## src/rtl/axis_stream_fifo.sv

```systemverilog
// DEPTH-entry first-word-fall-through AXI-stream FIFO for the systolic datapath.
// Optional packet mode withholds the master side until a whole frame is stored.
module axis_stream_fifo #(
    parameter int N           = 4,
    parameter int DATA_WIDTH  = 8,
    parameter int DEPTH       = 8,
    parameter int PACKET_MODE = 0,
    parameter int AF_THRESH   = 6
) (
    input  logic                         clk,
    input  logic                         reset,
    input  logic [N*DATA_WIDTH-1:0]      s_tdata,
    input  logic                         s_tvalid,
    input  logic                         s_tlast,
    output logic                         s_tready,
    output logic [N*DATA_WIDTH-1:0]      m_tdata,
    output logic                         m_tvalid,
    output logic                         m_tlast,
    input  logic                         m_tready,
    output logic [$clog2(DEPTH+1)-1:0]   level,
    output logic [$clog2(DEPTH+1)-1:0]   frames,
    output logic                         almost_full
);

    localparam int W  = N * DATA_WIDTH;
    localparam int LW = $clog2(DEPTH + 1);
    localparam int PW = $clog2(DEPTH);

    localparam logic [LW-1:0] FULL_LVL = LW'(DEPTH);
    localparam logic [LW-1:0] AF_LVL   = LW'(AF_THRESH);
    localparam logic [LW-1:0] ONE_LVL  = LW'(1);
    localparam logic [PW-1:0] ONE_PTR  = PW'(1);

    generate
        if ((DEPTH < 2) || ((DEPTH & (DEPTH - 1)) != 0)) begin : g_bad_depth
            $error("axis_stream_fifo: DEPTH must be a power of two >= 2");
        end
        if ((AF_THRESH < 1) || (AF_THRESH > DEPTH)) begin : g_bad_thresh
            $error("axis_stream_fifo: AF_THRESH must lie in 1..DEPTH");
        end
    endgenerate

    logic [W:0]    mem [DEPTH];
    logic [PW-1:0] wr_ptr;
    logic [PW-1:0] rd_ptr;
    logic [W:0]    head;
    logic          push;
    logic          pop;
    logic          push_last;
    logic          pop_last;
    logic          not_empty;

    assign s_tready  = (level != FULL_LVL) & ~reset;
    assign push      = s_tvalid & s_tready;
    assign pop       = m_tvalid & m_tready;
    assign push_last = push & s_tlast;
    assign pop_last  = pop & m_tlast;

    assign head    = mem[rd_ptr];
    assign m_tdata = head[W-1:0];
    assign m_tlast = head[W];

    assign not_empty   = (level != '0);
    assign almost_full = (level >= AF_LVL);

    // Full override keeps frames longer than DEPTH from deadlocking
    generate
        if (PACKET_MODE != 0) begin : g_pkt
            assign m_tvalid = not_empty &
                              ((frames != '0) | (level == FULL_LVL));
        end else begin : g_stream
            assign m_tvalid = not_empty;
        end
    endgenerate

    always_ff @(posedge clk) begin
        if (push) begin
            mem[wr_ptr] <= {s_tlast, s_tdata};
        end
    end

    always_ff @(posedge clk) begin
        if (reset) begin
            wr_ptr <= '0;
            rd_ptr <= '0;
        end else begin
            if (push) begin
                wr_ptr <= wr_ptr + ONE_PTR;
            end
            if (pop) begin
                rd_ptr <= rd_ptr + ONE_PTR;
            end
        end
    end

    always_ff @(posedge clk) begin
        if (reset) begin
            level <= '0;
        end else begin
            unique case ({push, pop})
                2'b10:   level <= level + ONE_LVL;
                2'b01:   level <= level - ONE_LVL;
                default: level <= level;
            endcase
        end
    end

    always_ff @(posedge clk) begin
        if (reset) begin
            frames <= '0;
        end else begin
            unique case ({push_last, pop_last})
                2'b10:   frames <= frames + ONE_LVL;
                2'b01:   frames <= frames - ONE_LVL;
                default: frames <= frames;
            endcase
        end
    end

endmodule

```

## config.mk

```make
export PLATFORM = sky130hd
export DESIGN_NAME = axis_stream_fifo
export DESIGN_NICKNAME = d
export VERILOG_FILES = /design/src/rtl/axis_stream_fifo.sv
export SDC_FILE = /design/constraint.sdc
export NUM_CORES = 1
export LEC_CHECK = 0
export CAP_MARGIN = 20
export CORE_MARGIN = 5
export CORE_UTILIZATION = 50
export CTS_CLUSTER_DIAMETER = 150
export DETAILED_ROUTE_END_ITERATION = 8
export PLACE_DENSITY = 0.78
export SLEW_MARGIN = 20
export SYNTH_ARGS = -nofsm -noshare
export SYNTH_HDL_FRONTEND = slang
export SYNTH_SLANG_ARGS = --single-unit
```

## constraint.sdc

```tcl
create_clock -name clk -period 13.2 [get_ports clk]
set_clock_uncertainty 0.15 [all_clocks]
set_input_delay 2.64 -clock clk [delete_from_list [all_inputs] [get_ports clk]]
set_output_delay 2.64 -clock clk [all_outputs]
set_load 0.02 [all_outputs]
```

# ---- Word-level counts from Yosys, hierarchy flattened
# Memory sizes are Yosys's and may differ from the RTL's. A register that Yosys moved wholly into a read port is not among the register bits.
# Cells that the tools add are included.
dict set report totals {
  n_memories 1
  wordCells 32
  inputBits 37
  ram_bits 264
  register_bits 14
  output_inout_bits 44
}
# name depth width rd rd_ports_with_merged_regs write_ports line
set mem_list {}
lappend mem_list {mem 8 33 1 1 1 43} ;# logic [W:0] mem [DEPTH];
dict set report classes {
  n_lt_le_gt_ge 1
  bitwise 6
  reduce_logical 3
  add_sub_neg 6
  n_mux 6
  eq_ne 5
}
# operator n
set ops {}
lappend ops {{one-hot mux 4 bit (2 select lines)} 2}
lappend ops {{adder 4 x 1 -> 4 bit (second input constant)} 2}
lappend ops {{subtractor 4 x 1 -> 4 bit (second input constant)} 2}
lappend ops {{adder 3 x 1 -> 3 bit (second input constant)} 2}
lappend ops {{2-to-1 mux 3 bit} 2}
lappend ops {{bitwise AND 1 bit} 5}
lappend ops {{== test 2 x 1 -> 1 bit (second input constant)} 2}
lappend ops {{== test 2 bit (second input constant)} 2}
lappend ops {{>= comparator 4 x 3 -> 1 bit (second input constant)} 1}
lappend ops {{inequality test 4 bit (second input constant)} 1}
lappend ops {{nonzero test 2 bit} 2}
lappend ops {{nonzero test 4 bit} 1}
lappend ops {{2-to-1 mux 1 bit} 2}
lappend ops {{inverter 1 bit} 1}

# ---- Depth between registers and ports, before layout
dict set report logic_depth {
  word_depth 6
  depth_mapped 12
}

# ---- Worst setup path after synthesis
# No wires, ideal clock.
dict set report synth_path {
  path_type {in2reg}
  from {input reset}
  to {memory mem[0][0] (netlist name) (enable)}
  cell_stages 5
  arrival_time_ns 6.197
  n_path_buf 1
  t_required_ns 12.544
  path_slack_ns 6.347
  cell_sequence {inv_1 > and3_1 > buf_6 > inv_2 > nor4_1}
}
dict set report synth_between {
  elab_chain_len 5
}
# element line
set synth_lines {}
lappend synth_lines {{start: declaration} 11} ;# input logic reset,
lappend synth_lines {{inverter 1 bit} 53} ;# assign s_tready = (level != FULL_LVL) & ~reset;
lappend synth_lines {{bitwise AND 1 bit} 53}
lappend synth_lines {{bitwise AND 1 bit} 54} ;# assign push = s_tvalid & s_tready;
lappend synth_lines {{2-to-1 mux 1 bit} 77} ;# if (push) begin
lappend synth_lines {{2-to-1 mux 1 bit (not written as such)} 78} ;# mem[wr_ptr] <= {s_tlast, s_tdata};
lappend synth_lines {{end: declaration} 43}
# No other way between the ends.

# ---- Worst setup path in the final report
dict set report layout_path {
  from {input reset}
  to {output s_tready}
}
dict set report layout_between {
  elab_chain_len 2
}
# element line
set layout_lines {}
lappend layout_lines {{inverter 1 bit} 53}
lappend layout_lines {{bitwise AND 1 bit} 53}
lappend layout_lines {{end: declaration} 15} ;# output logic s_tready,
# No other way between the ends.

==> flow_summary.ini <==
[final_layout]
antenna_cells = 0
mostFrequentLayoutCells = edfxtp_1 (264), clkdlybuf4s50_1 (80), mux4_1 (58), mux2_2 (34), clkbuf_16 (29)
final_layout_size_suffix_gt1_share_pct = 18.0
final_common_cell = edfxtp_1
filler_cell_count = 1487
area_growth_pct = 19.0
finish.utilization_pct = 60.4
design.final.nets = 638

[global_routing]
grt_remaining_overflow = 0
groute.usage.overall_pct = 15.6
most_used_layer_global_route = met2
antenna_violations_before_repair = 1
use_met2_pct = 27.3
grtUsageMet1_pct = 20.2
grt_start_max_net_pins = 40
use_met3_pct = 3.42
first_global_vias = 5448
grt_pass1_wl_mm = 31.1

[synthesis]
synth-edff-count = 264
synth_area_sq_mm = 0.0111
postSynth.asyncResetShare_pct = 0
post_synthesis_area_per_instance_sq_um = 22.7
synth_top_flop_cell = edfxtp_1
postSynthCellCount = 487
post_synth_num_cell_types = 39
ys_seq_elements = 281
synth.yosys.seq_area_share_pct = 74.7
syn_nets = 533
synth_warnings = 0

[timing]
report.final.hold_viol_count = 0
fin_crit_sh_pct = 54.1
worst_slew_pin_slew_ns = 1.09
fin_hold_ws_ns = 0.354
setup_violations = 0
setup_repair_after_global_routing_missed_its_margin = no
final_period_minus_worst_setup_slack_ns = 7.15
setup-tns-final_ns = 0
timing.max_slew.rel_slack_pct = 27.4
timing_max_transition_violations_final = 0
timing.fmax_mhz = 140

[critical_path]
crit_chain = clkdlybuf4s50_1, inv_1, and2_1, clkdlybuf4s50_1
arrival_ns = 4.36
critical_path.max_fanout = 16
critical-path-top-delay-family = buffers and inverters
crit_path_max_incr_delay_ns = 0.82
reg2regPathDepth = 10
crit_slowest_cell = clkdlybuf4s50_1
timing.critical_path.buf_inv = 3
regToRegSetupSlack_ns = 9.27
crit_top_cell = clkdlybuf4s50_1
critical_path.endpoint_type = primary output
setup.worst_path.class = primary input to primary output
start_kind = primary input
worst_r2r_endpoint = frames[3]$_SDFFE_PP0P_
critPathRequiredTime_ns = 10.41

[placement]
gpl.final_weighted_congestion = 0.774
dp_hpwl_mm = 11.5
buffers_added_on_ports = 80

[die]
core_area_sq_mm = 0.0218
design.die.area_sq_mm = 0.0252
pin_count = 81
placement_rows = 54
die_h_microns = 159
floorplan.die.width_microns = 159
floorplan.initialDensity_pct = 50.7

[clock_tree]
ctsRootBufferMaster = clkbuf_16
post_cts_resized = 0
cts-buffers-inserted = 29
worst_skew_pair_latency_ns = 0.53
clk_path_buf_depth = 3
h-tree-depth = 1
cts_tree = yes
path_clk_slew_ns = 0.06
cts_num_sinks = 281
cts_hold_repair.buffers = 0
post-cts-setup-buffers = 0

[power_and_ir_drop]
vdd_drop_max_uv = 135
internal_power_mw = 1.68
power_density_mw_per_mm2 = 166
sw_frac_of_total_pct = 23.3
share_comb_of_total_power_pct = 16.6
clockPowerShare_pct = 35.7
total_leakage_power_nw = 4.26
power_frac_seq_pct = 47.7
switchingPower_mw = 0.508

[routing]
vias = 5057
post_drt_wl_per_cell_microns = 22.2
routed_wl_mm = 19.8
detailedRoute.firstPassIterationCount = 4
post_drt_via_cell_ratio = 5.67
detail-route-antenna-nets = 0
drtIter0Drc = 288
remaining_drc_errors = 0

[status]
outcome = completed

[min_path]
worstHoldEndpoint = frames[3]$_SDFFE_PP0P_
min_from = frames[3]$_SDFFE_PP0P_
hold_depth = 2
hold_path_class = flop to flop

[job]
count_of_max_cap_constraint_violations = 0
[Yosys cell counts, types with 3 or more instances]
master | count | area [sq um]
edfxtp_1 | 264 | 7930
mux4_1 | 58 | 1520
mux2_2 | 34 | 383
nor2_1 | 18 | 67.6
dfxtp_1 | 17 | 340
buf_6 | 9 | 101
ha_1 | 8 | 100
mux4_2 | 8 | 180
a21oi_1 | 7 | 35.0
buf_1 | 6 | 22.5
nand2_1 | 6 | 22.5
xor2_1 | 6 | 52.6
clkbuf_1 | 5 | 18.8
inv_1 | 4 | 15.0
nor3_1 | 4 | 20.0
nand2b_1 | 3 | 18.8
o21ai_0 | 3 | 15.0
[registers in the layout, indices dropped and copies added, names as in the netlist, named ones only]
name / flops
frames: 4
wr_ptr: 3
rd_ptr: 3
mem: 264
level: 4
[how the worst max path moves through the flow]
stage                from                   to  slack [ns]  cells after the start
finish              reset             s_tready        6.05                      4
global route        reset             s_tready        5.93                      4
CTS                 reset             s_tready        6.06                      4
detailed placement  reset             s_tready        6.07                      4
global placement    reset             s_tready        6.13                      4
floorplan           reset  mem[0][0]$_DFFE_PP_        6.35                      5
[cell families (layout without fill, tap and decap cells)]
family / after synthesis / in the layout / share of synthesized area, %
buf+inv: 26 / 151 / 1.50
simple gates: 46 / 46 / 2.15
fa+ha+maj: 9 / 9 / 1.09
mux: 102 / 102 / 19.0
xor+xnor: 9 / 9 / 0.780
compound gates: 14 / 14 / 0.757
flops: 281 / 281 / 74.7
[power by group through the flow]
stage / sequential (mW) / clock [mW] / combinational (mW)
5_1_grt: 1.05 / 0.840 / 0.392
4_1_cts: 1.04 / 0.796 / 0.370
3_3_place_gp: 1.07 / 0 / 0.343
2_1_floorplan: 1.05 / 0 / 0.244
3_5_place_dp: 1.06 / 0 / 0.367
6_report: 1.04 / 0.780 / 0.364
[final cells by class]
class / instances / area (sq um) / area share [%]
multi-input cells: 180 / 2680 / 20.4
repair buffers: 95 / 926 / 7.03
inverters: 5 / 18.8 / 0.142
flip-flops and latches: 281 / 8270 / 62.8
clock buffers: 37 / 756 / 5.74
clock inverters: 14 / 166 / 1.26
well taps: 280 / 350 / 2.66
[tightest hold or removal path: stages, from the launching register on]
cell     delay [ns]
dfxtp_1        0.32
o31ai_1        0.07
a21oi_1        0.06
[through the flow]
stage                     total power, mW  area, sq um  setup WS (ns)  std cells
after global routing                 2.28        13200           5.93        892
final                                2.19        13200           6.05        892
after floorplan                      1.29        11100           6.35        487
after CTS                            2.21        13200           6.06        892
after detailed placement             1.43        12300           6.07        841
after global placement               1.41        12200           6.13        840
[metal layers]
layer  share of wire [%]  routed length (microns)
met5               0.056                       11
met3                 5.8                     1140
met2                  52                    10200
met1                  41                     8090
met4                 1.5                      306
Power figures use the tool's default switching activity.
